**src/rtl/hazard_sequencer_if.sv**
```systemverilog
// Pipeline hazard control bundle: ID/EX hazard inputs plus pipeline enable/flush outputs.
// Latency: n/a (signal bundle only).
// Backpressure: n/a; the sequencer's enables are the pipeline's backpressure.
//
// Ports (slave = sequencer side):
//   inputs : ID_rs1_i, ID_rs2_i, ID_use_rs1_i, ID_use_rs2_i, EXE_rd_i,
//            EXE_MemRead_i, EXE_branch_taken_i, EXE_md_valid_i
//   outputs: PC_write_o, IFID_write_o, IFID_flush_o, IDEX_write_o,
//            IDEX_flush_o, EXMEM_bubble_o, md_done_o, stall_cycles_o
interface hazard_sequencer_if #(
    parameter int CNT_W = 16
);
    logic [4:0]       ID_rs1_i;
    logic [4:0]       ID_rs2_i;
    logic             ID_use_rs1_i;
    logic             ID_use_rs2_i;
    logic [4:0]       EXE_rd_i;
    logic             EXE_MemRead_i;
    logic             EXE_branch_taken_i;
    logic             EXE_md_valid_i;
    logic             PC_write_o;
    logic             IFID_write_o;
    logic             IFID_flush_o;
    logic             IDEX_write_o;
    logic             IDEX_flush_o;
    logic             EXMEM_bubble_o;
    logic             md_done_o;
    logic [CNT_W-1:0] stall_cycles_o;

    // Pipeline side: drives hazard information, receives control.
    modport master (
        output ID_rs1_i, ID_rs2_i, ID_use_rs1_i, ID_use_rs2_i,
        output EXE_rd_i, EXE_MemRead_i, EXE_branch_taken_i, EXE_md_valid_i,
        input  PC_write_o, IFID_write_o, IFID_flush_o, IDEX_write_o,
        input  IDEX_flush_o, EXMEM_bubble_o, md_done_o, stall_cycles_o
    );

    // Sequencer side.
    modport slave (
        input  ID_rs1_i, ID_rs2_i, ID_use_rs1_i, ID_use_rs2_i,
        input  EXE_rd_i, EXE_MemRead_i, EXE_branch_taken_i, EXE_md_valid_i,
        output PC_write_o, IFID_write_o, IFID_flush_o, IDEX_write_o,
        output IDEX_flush_o, EXMEM_bubble_o, md_done_o, stall_cycles_o
    );
endinterface

```
**src/rtl/hazard_sequencer.sv**
```systemverilog
// 5-stage pipeline hazard sequencer: load-use stall, EX branch flush, multi-cycle MUL/DIV hold.
// Latency: control outputs are combinational from state and inputs (zero cycles).
// Backpressure: drops PC/IFID/IDEX write enables to hold the pipeline; counts stalled cycles.
//
// Ports:
//   clk_i  - clock, rising edge
//   rst_i  - asynchronous active-low reset; forces every output to 0 while low
//   hz     - hazard_sequencer_if.slave bundle (hazard inputs, pipeline control outputs)
module hazard_sequencer #(
    parameter int MD_LATENCY = 4,   // cycles a MUL/DIV occupies EX, 2..16
    parameter int CNT_W      = 16   // stall counter width
) (
    input  logic               clk_i,
    input  logic               rst_i,
    hazard_sequencer_if.slave  hz
);
    typedef enum logic {
        RUN     = 1'b0,
        MD_BUSY = 1'b1
    } state_t;

    // The RUN start cycle is the first EX cycle, and MD_BUSY spends one more
    // cycle at md_cnt == 0 to release the result, hence the -2.
    localparam logic [3:0] MD_INIT = 4'(MD_LATENCY - 2);

    state_t           r_state;
    logic [3:0]       r_md_cnt;
    logic [CNT_W-1:0] r_stall_cnt;

    logic w_load_use;
    logic w_md_stall;
    logic w_md_done;
    logic w_pc_write;
    logic w_ifid_write;
    logic w_ifid_flush;
    logic w_idex_write;
    logic w_idex_flush;
    logic w_exmem_bubble;
    logic w_md_done_out;

    // x0 is hardwired zero, so a load "to x0" never creates a dependency.
    assign w_load_use = hz.EXE_MemRead_i & (hz.EXE_rd_i != 5'd0) &
                        ((hz.ID_use_rs1_i & (hz.EXE_rd_i == hz.ID_rs1_i)) |
                         (hz.ID_use_rs2_i & (hz.EXE_rd_i == hz.ID_rs2_i)));

    // md_valid only starts an operation from RUN; in the release cycle
    // (MD_BUSY, md_cnt == 0) the same instruction is still in EX and must
    // not restart.
    assign w_md_stall = ((r_state == RUN) && hz.EXE_md_valid_i) ||
                        ((r_state == MD_BUSY) && (r_md_cnt != 4'd0));
    assign w_md_done  = (r_state == MD_BUSY) && (r_md_cnt == 4'd0);

    always_comb begin
        w_pc_write     = 1'b0;
        w_ifid_write   = 1'b0;
        w_ifid_flush   = 1'b0;
        w_idex_write   = 1'b0;
        w_idex_flush   = 1'b0;
        w_exmem_bubble = 1'b0;
        w_md_done_out  = 1'b0;
        if (!rst_i) begin
            // Reset freezes the pipeline: everything stays 0.
        end else if (w_md_stall) begin
            // Hold IF/ID/EX; MEM keeps draining with bubbles.
            w_exmem_bubble = 1'b1;
        end else begin
            w_pc_write    = 1'b1;
            w_ifid_write  = 1'b1;
            w_idex_write  = 1'b1;
            w_md_done_out = w_md_done;
            if (hz.EXE_branch_taken_i) begin
                // Dependent instruction in ID is flushed, so load-use is moot.
                w_ifid_flush = 1'b1;
                w_idex_flush = 1'b1;
            end else if (w_load_use) begin
                // One bubble suffices: next cycle the load is in MEM and
                // forwarding covers the dependency.
                w_pc_write   = 1'b0;
                w_ifid_write = 1'b0;
                w_idex_flush = 1'b1;
            end
        end
    end

    always_ff @(posedge clk_i or negedge rst_i) begin
        if (!rst_i) begin
            r_state     <= RUN;
            r_md_cnt    <= 4'd0;
            r_stall_cnt <= '0;
        end else begin
            case (r_state)
                RUN: begin
                    if (hz.EXE_md_valid_i) begin
                        r_state  <= MD_BUSY;
                        r_md_cnt <= MD_INIT;
                    end
                end
                MD_BUSY: begin
                    if (r_md_cnt != 4'd0) begin
                        r_md_cnt <= r_md_cnt - 4'd1;
                    end else begin
                        r_state <= RUN;
                    end
                end
                default: r_state <= RUN;
            endcase

            // Saturating: only a held PC is a lost cycle.
            if (!w_pc_write && (r_stall_cnt != {CNT_W{1'b1}})) begin
                r_stall_cnt <= r_stall_cnt + CNT_W'(1);
            end
        end
    end

    assign hz.PC_write_o     = w_pc_write;
    assign hz.IFID_write_o   = w_ifid_write;
    assign hz.IFID_flush_o   = w_ifid_flush;
    assign hz.IDEX_write_o   = w_idex_write;
    assign hz.IDEX_flush_o   = w_idex_flush;
    assign hz.EXMEM_bubble_o = w_exmem_bubble;
    assign hz.md_done_o      = w_md_done_out;
    assign hz.stall_cycles_o = r_stall_cnt;
endmodule

```
**src/flat_wrapper.sv**
```systemverilog
// flat-port wrapper written by rule: the top's interface ports become plain ports
module hazard_sequencer_flat 
#(
    parameter int MD_LATENCY = 4,                                         
    parameter int CNT_W      = 16                         
)
  (clk_i, rst_i, hz_ID_rs1_i, hz_ID_rs2_i, hz_ID_use_rs1_i, hz_ID_use_rs2_i, hz_EXE_rd_i, hz_EXE_MemRead_i, hz_EXE_branch_taken_i, hz_EXE_md_valid_i, hz_PC_write_o, hz_IFID_write_o, hz_IFID_flush_o, hz_IDEX_write_o, hz_IDEX_flush_o, hz_EXMEM_bubble_o, hz_md_done_o, hz_stall_cycles_o);
  hazard_sequencer_if #(.CNT_W(CNT_W)) hz_i ();
  input  logic clk_i;
  input  logic rst_i;
  input wire logic [$bits(hz_i.ID_rs1_i)-1:0] hz_ID_rs1_i;
  input wire logic [$bits(hz_i.ID_rs2_i)-1:0] hz_ID_rs2_i;
  input wire logic [$bits(hz_i.ID_use_rs1_i)-1:0] hz_ID_use_rs1_i;
  input wire logic [$bits(hz_i.ID_use_rs2_i)-1:0] hz_ID_use_rs2_i;
  input wire logic [$bits(hz_i.EXE_rd_i)-1:0] hz_EXE_rd_i;
  input wire logic [$bits(hz_i.EXE_MemRead_i)-1:0] hz_EXE_MemRead_i;
  input wire logic [$bits(hz_i.EXE_branch_taken_i)-1:0] hz_EXE_branch_taken_i;
  input wire logic [$bits(hz_i.EXE_md_valid_i)-1:0] hz_EXE_md_valid_i;
  output wire logic [$bits(hz_i.PC_write_o)-1:0] hz_PC_write_o;
  output wire logic [$bits(hz_i.IFID_write_o)-1:0] hz_IFID_write_o;
  output wire logic [$bits(hz_i.IFID_flush_o)-1:0] hz_IFID_flush_o;
  output wire logic [$bits(hz_i.IDEX_write_o)-1:0] hz_IDEX_write_o;
  output wire logic [$bits(hz_i.IDEX_flush_o)-1:0] hz_IDEX_flush_o;
  output wire logic [$bits(hz_i.EXMEM_bubble_o)-1:0] hz_EXMEM_bubble_o;
  output wire logic [$bits(hz_i.md_done_o)-1:0] hz_md_done_o;
  output wire logic [$bits(hz_i.stall_cycles_o)-1:0] hz_stall_cycles_o;
  assign hz_i.ID_rs1_i = hz_ID_rs1_i;
  assign hz_i.ID_rs2_i = hz_ID_rs2_i;
  assign hz_i.ID_use_rs1_i = hz_ID_use_rs1_i;
  assign hz_i.ID_use_rs2_i = hz_ID_use_rs2_i;
  assign hz_i.EXE_rd_i = hz_EXE_rd_i;
  assign hz_i.EXE_MemRead_i = hz_EXE_MemRead_i;
  assign hz_i.EXE_branch_taken_i = hz_EXE_branch_taken_i;
  assign hz_i.EXE_md_valid_i = hz_EXE_md_valid_i;
  assign hz_PC_write_o = hz_i.PC_write_o;
  assign hz_IFID_write_o = hz_i.IFID_write_o;
  assign hz_IFID_flush_o = hz_i.IFID_flush_o;
  assign hz_IDEX_write_o = hz_i.IDEX_write_o;
  assign hz_IDEX_flush_o = hz_i.IDEX_flush_o;
  assign hz_EXMEM_bubble_o = hz_i.EXMEM_bubble_o;
  assign hz_md_done_o = hz_i.md_done_o;
  assign hz_stall_cycles_o = hz_i.stall_cycles_o;
  hazard_sequencer #(.MD_LATENCY(MD_LATENCY), .CNT_W(CNT_W)) u_core (.clk_i(clk_i), .rst_i(rst_i), .hz(hz_i));
endmodule
```
**config.mk**
```make
export PLATFORM = sky130hd
export DESIGN_NAME = hazard_sequencer_flat
export DESIGN_NICKNAME = d
export VERILOG_FILES = /design/src/rtl/hazard_sequencer_if.sv /design/src/rtl/hazard_sequencer.sv /design/src/flat_wrapper.sv
export SDC_FILE = /design/constraint.sdc
export NUM_CORES = 1
export LEC_CHECK = 0
export BUFFER_PORTS_ARGS = -buffer_cell sky130_fd_sc_hd__buf_2
export CAP_MARGIN = 15
export CORE_MARGIN = 3
export CORE_UTILIZATION = 52
export DETAILED_ROUTE_END_ITERATION = 10
export GPL_ROUTABILITY_DRIVEN = 1
export PLACE_DENSITY_LB_ADDON = 0.2
export SLEW_MARGIN = 20
export SYNTH_ARGS = -nofsm -noshare
export SYNTH_HDL_FRONTEND = slang
export SYNTH_SLANG_ARGS = --single-unit
```
**constraint.sdc**
```tcl
create_clock -name clk_i -period 4.2 [get_ports clk_i]
set_input_delay 0.84 -clock clk_i [delete_from_list [all_inputs] [get_ports clk_i]]
set_output_delay 0.84 -clock clk_i [all_outputs]
set_load 0.03 [all_outputs]
```
==> results.cfg, run 1 <==
[logic_synthesis]
ys_seq_elements = 21
synth_top_family_by_area = simple AND/OR/NAND/NOR gates
syn_area_sq_mm = 0.00125
yosys-top-cells-area = dfrtp_1 42%, xor2_1 10%, xnor2_1 7.0%, nor3_1 4.4%, nand3_1 3.2%
syn_inst = 125
yosysSeqAreaShare = 0.419
synth_fa_ha_area_frac = 0.0200
muxShareOfSynthArea = 0.0279
synth_largest_area_cell = dfrtp_1
yosysWarnings = 0
avgSynthCellArea_sq_um = 10.0
synth-compound-area-share = 0.0778
synth_xor_area_frac = 0.175
synthSimpleGateAreaFrac = 0.241
netlist.area_leader.share = 0.419
synthesis.nets = 149
ys_types = 37

[worst_setup_path]
cp.buffers_inverters = 2
critical_path_arrival_ns = 2.41
critPathKind = input pin to output pin
path_cells = buf_2 -> or4_1 -> o21ai_2 -> nor2_2 -> a21boi_4 -> buf_2
critPathRequiredTime_ns = 3.36
cp_top_family = simple AND/OR/NAND/NOR gates
critPathSlowestCell = or4_1
path_max_fanout = 17
critPathMaxStageDelay_ns = 0.54
startpoint_type = input pin
endpoint_kind = output pin
cpMostUsedCell = buf_2

[clock_network]
cts_made_buffers = 3
ctsHoldBuffers = 0
clock_latency_ns = 0.29
clk_pin_slew_ns = 0.11
cts_resized = 0
h-tree-depth = 1
cts_tree = done
cts_sinks = 21
clock-root-buffer = clkbuf_4
cts_max_path_buffers = 2
cts_setup_buffers = 0

[pwr]
vdd_ir_drop_max_mv = 0.491
p_leak_nw = 0.720
p_total_mw = 1.13
power_density_mw_per_mm2 = 747

[cells_and_area]
area_growth_pct = 20.3
drive_gt1_frac = 0.337
fillerInstances = 215
fin_util = 0.669
fin_area_sq_mm = 0.00151
num-nets-final = 194
stdcell_count = 197
antennaDiodeCount = 0

[placed_design]
gp_congestion = 0.693
place_area_sq_mm = 0.00148
dp_hpwl_mm = 1.98
io_buffers = 44
placed_cells = 193
place_worst_setup_slack_ns = 0.948

[global_routing]
grt_pass1_wl_mm = 4.11
grt_use_total = 0.187
grt_overflow = 0
antenna_found_initial = 0
grt_pass1_vias = 977
grt_max_degree = 25

[routing]
vias = 1047
drt_first_pass_iters = 4
post-route-drc-count = 0
detail_route.vias_per_cell = 5.31
wl_per_cell_microns = 13.0
routed_wl_mm = 2.56
postRouteAntennaNets = 0
drt-initial-drc-count = 16

[floorplanning]
rows = 17
dieArea_sq_mm = 0.00304
coreArea_sq_mm = 0.00225
die_w_microns = 55.1
die_h_microns = 55.1
ioPinCount = 45
start_util = 0.556

[outcome]
status = complete, no violations

[sta]
timing.fmax_mhz = 307
max-slew-margin-rel = 0.609
hold_viol = 0
tns_ns = 0
timing.final.crit_share = 0.775
layout_min_cycle_time_ns = 3.25
worstMarginPinSlew_ns = 0.585
hold_ws_ns = 0.485
worst_slack_ns = 0.946
final.setup_skew_ns = 0.00164
rsz0062_at_grt = false
setup-violations-final = 0
drv_slew = 0

[job]
cap_viol_max_count = 0

[hold_path]
min_path_type = register to register
[logic make-up (layout without fill, tap and decap cells)]
kind of cell,after synthesis,in the layout
and+or+nand+nor,55,55
xor gates and xnor gates,25,25
DFF,21,21
AOI/OAI and AO/OA,10,10
buffers and inverters,9,53
muxes,3,3
adders and majority gates,2,2
[report_power, final]
group          leakage, nW  internal, mW  switching, mW
combinational        0.470         0.231          0.392
clock               0.0150        0.0370         0.0577
sequential           0.235         0.303          0.104
total                0.720         0.571          0.555
[flip-flops by register name (all words and copies together) (netlist names)]
| register | cells |
|---|---|
| u_core.hz.stall_cycles_o | 16 |
| u_core.r_md_cnt | 4 |
| u_core.r_state | 1 |
[cell usage in the layout, fill, tap and decap left out, types with 2 or more instances in the layout]
cell type and count:
nor4_1 3, xnor2_1 10, nand3_1 8, and3_1 5, inv_1 4, nor2_2 3
nand4_1 3, buf_2 44, nor3_1 11, dfrtp_1 21, xor2_1 15, ha_1 2
and2_1 3, clkbuf_4 3, nor2_1 2, mux2i_1 2, nand2_1 10
[metal layers]
metal  share of wire  vias up  track usage
li1                -      519            -
met1            0.44      488        0.245
met2            0.48       38        0.313
met3           0.067        2       0.0322
met4          0.0047        0       0.0607
met5               0        -            0
[path summary, 6_finish.rpt]
kind	start	endpoint	slack, ns	cells after the start
setup / recovery	hz_EXE_rd_i[0]	hz_IFID_write_o	0.95	6
hold / removal	u_core.hz.stall_cycles_o[5]	u_core.hz.stall_cycles_o[5]	0.49	1
setup reg to reg	u_core.r_md_cnt[0]	u_core.hz.stall_cycles_o[1]	1.97	8
hold reg to reg	u_core.hz.stall_cycles_o[5]	u_core.hz.stall_cycles_o[5]	0.49	1
max in group asynchronous	rst_i	u_core.r_md_cnt[3]	3.48	2
min in group asynchronous	rst_i	u_core.r_md_cnt[0]	0.50	2
[worst reg2reg max path, cell delays in order (launching register included)]
cell      delay, ns
dfrtp_1        0.39
inv_1          0.09
ha_1           0.21
and3b_1        0.28
a21oi_4        0.10
nor2b_2        0.18
a21boi_4       0.45
nor2_2         0.12
mux2_4         0.32
[area by class of cell]
cell class,instances,area [sq um],area share
repair buffers,45,228,0.151
well taps,28,35.0,0.0232
clock buffers,4,26.3,0.0174
multi-input cells,95,678,0.450
inverters,4,15.0,0.00996
flip-flops and latches,21,526,0.349
[synth_stat cells (all sizes together)]
library cell,instances
dfrtp,21
xor2,15
nor3,11
nand2,10
xnor2,10
nand3,8
and3,5
nor2,5
buf,4
inv,4
and2,3
nand4,3
nor4,3
ha,2
mux2i,2
nor2b,2
o21ai,2
a21bo,1
a21boi,1
a21oi,1
a22o,1
and2b,1
and3b,1
and4,1
clkbuf,1
mux2,1
nor3b,1
o21a,1
o22a,1
o22ai,1
o31ai,1
or4,1
Note: power is estimated with default switching activity, not from simulation.
==> run 2, diff against run 1 <==
CORE_UTILIZATION = 44   (was 52)
clock period = 2.7 ns   (was 4.2 ns; I/O delays follow)
==> results.cfg, run 2 (synthesized netlist as in run 1, its figures left out) <==
[outcome]
status = complete, no violations

[cells_and_area]
num-nets-final = 195
final_common_cell = buf_2
antennaDiodeCount = 0
fin_util = 0.586
largest_reg_flops = 16
seqCellArea_sq_um = 526
multi_input_area_sq_um = 678
fillerInstances = 239
drive_gt1_frac = 0.341
area_growth_pct = 21.1
mostFrequentLayoutCells = 44 x buf_2, 21 x dfrtp_1, 15 x xor2_1

[global_routing]
grt_max_degree = 17
grt_use_total = 0.159
grt_pass1_vias = 979
grt_overflow = 0
grt_pass1_wl_mm = 4.27
antenna_found_initial = 0

[sta]
timing.fmax_mhz = 394
worstMarginPinSlew_ns = 0.596
hold_ws_ns = 0.0588
layout_min_cycle_time_ns = 2.54
hold_viol = 0
drv_slew = 0
max-slew-margin-rel = 0.602
tns_ns = 0
worst_slack_ns = 0.163
timing.final.crit_share = 0.940
setup-violations-final = 0
rsz0062_at_grt = false
final.setup_skew_ns = 0.00931

[routing]
postRouteAntennaNets = 0
wl_per_cell_microns = 13.2
post-route-drc-count = 0
vias = 1045
detail_route.vias_per_cell = 5.23
routed_wl_mm = 2.63
drt_first_pass_iters = 4
drt-initial-drc-count = 30

[placed_design]
gp_congestion = 0.722
io_buffers = 44
place_worst_setup_slack_ns = 0.272
dp_hpwl_mm = 2.10

[hold_path]
min_path_type = input pin to async pin

[floorplanning]
dieArea_sq_mm = 0.00353
ioPinCount = 45
die_h_microns = 59.4
die_w_microns = 59.4
coreArea_sq_mm = 0.00259
rows = 18
start_util = 0.484

[pwr]
p_total_mw = 1.77
p_leak_nw = 0.725
vdd_ir_drop_max_mv = 0.677
power_density_mw_per_mm2 = 1160

[clock_network]
clk_pin_slew_ns = 0.11
cts_setup_buffers = 0
h-tree-depth = 1
clock-root-buffer = clkbuf_4
cts_tree = done
clock_latency_ns = 0.30
cts_resized = 0
cts_sinks = 21
ctsHoldBuffers = 0
cts_max_path_buffers = 2
cts_made_buffers = 3

[job]
cap_viol_max_count = 0

[worst_setup_path]
critical_path_arrival_ns = 2.00
path_max_fanout = 5
critPathKind = register to output pin
startpoint_type = register
critPathRequiredTime_ns = 2.16
endpoint_kind = output pin
run 2: path summary, 6_finish.rpt:
check	from	slack [ns]	endpoint	depth (start not counted)
worst max-delay path	u_core.r_md_cnt[0]	0.16	hz_IFID_write_o	7
worst min-delay path	rst_i	0.06	u_core.r_md_cnt[3]	1
worst max register to register	u_core.r_md_cnt[0]	0.48	u_core.hz.stall_cycles_o[1]	9
worst min register to register	u_core.hz.stall_cycles_o[7]	0.48	u_core.hz.stall_cycles_o[7]	1
max in group asynchronous	rst_i	2.20	u_core.hz.stall_cycles_o[2]	2
min in group clk_i	hz_EXE_md_valid_i	0.44	u_core.r_md_cnt[3]	2
run 2: final cells by class:
cell class              instances  share of cell area
inverters                       4             0.00989
well taps                      30              0.0247
clock buffers                   4              0.0173
flip-flops and latches         21               0.346
multi-input cells              95               0.447
repair buffers                 46               0.155
run 2: critical path, cell delays in order, from the launching register on:
cell      delay [ns]
dfrtp_1         0.40
inv_1           0.09
ha_1            0.20
and3b_1         0.27
a21oi_4         0.10
nor2b_2         0.19
a21boi_4        0.24
buf_2           0.22
run 2: through the flow:
stage	cell area, sq um	cells
4_1_cts	1520	200
3_5_place_dp	1490	196
2_1_floorplan	1250	125
3_3_place_gp	1490	196
5_1_grt	1520	200
6_report	1520	200
run 2: routing by layer:
| layer | global-route usage | vias up | part of all wire |
|---|---|---|---|
| met5 | 0 | - | 0 |
| met4 | 0.0485 | 0 | 0.0095 |
| met3 | 0.0327 | 2 | 0.069 |
| met2 | 0.254 | 45 | 0.45 |
| met1 | 0.214 | 475 | 0.47 |
| li1 | - | 523 | - |
run 2: report_power, final:
group	internal (mW)	switching (mW)
sequential	0.471	0.161
clock	0.0575	0.0902
combinational	0.366	0.619
total	0.895	0.871
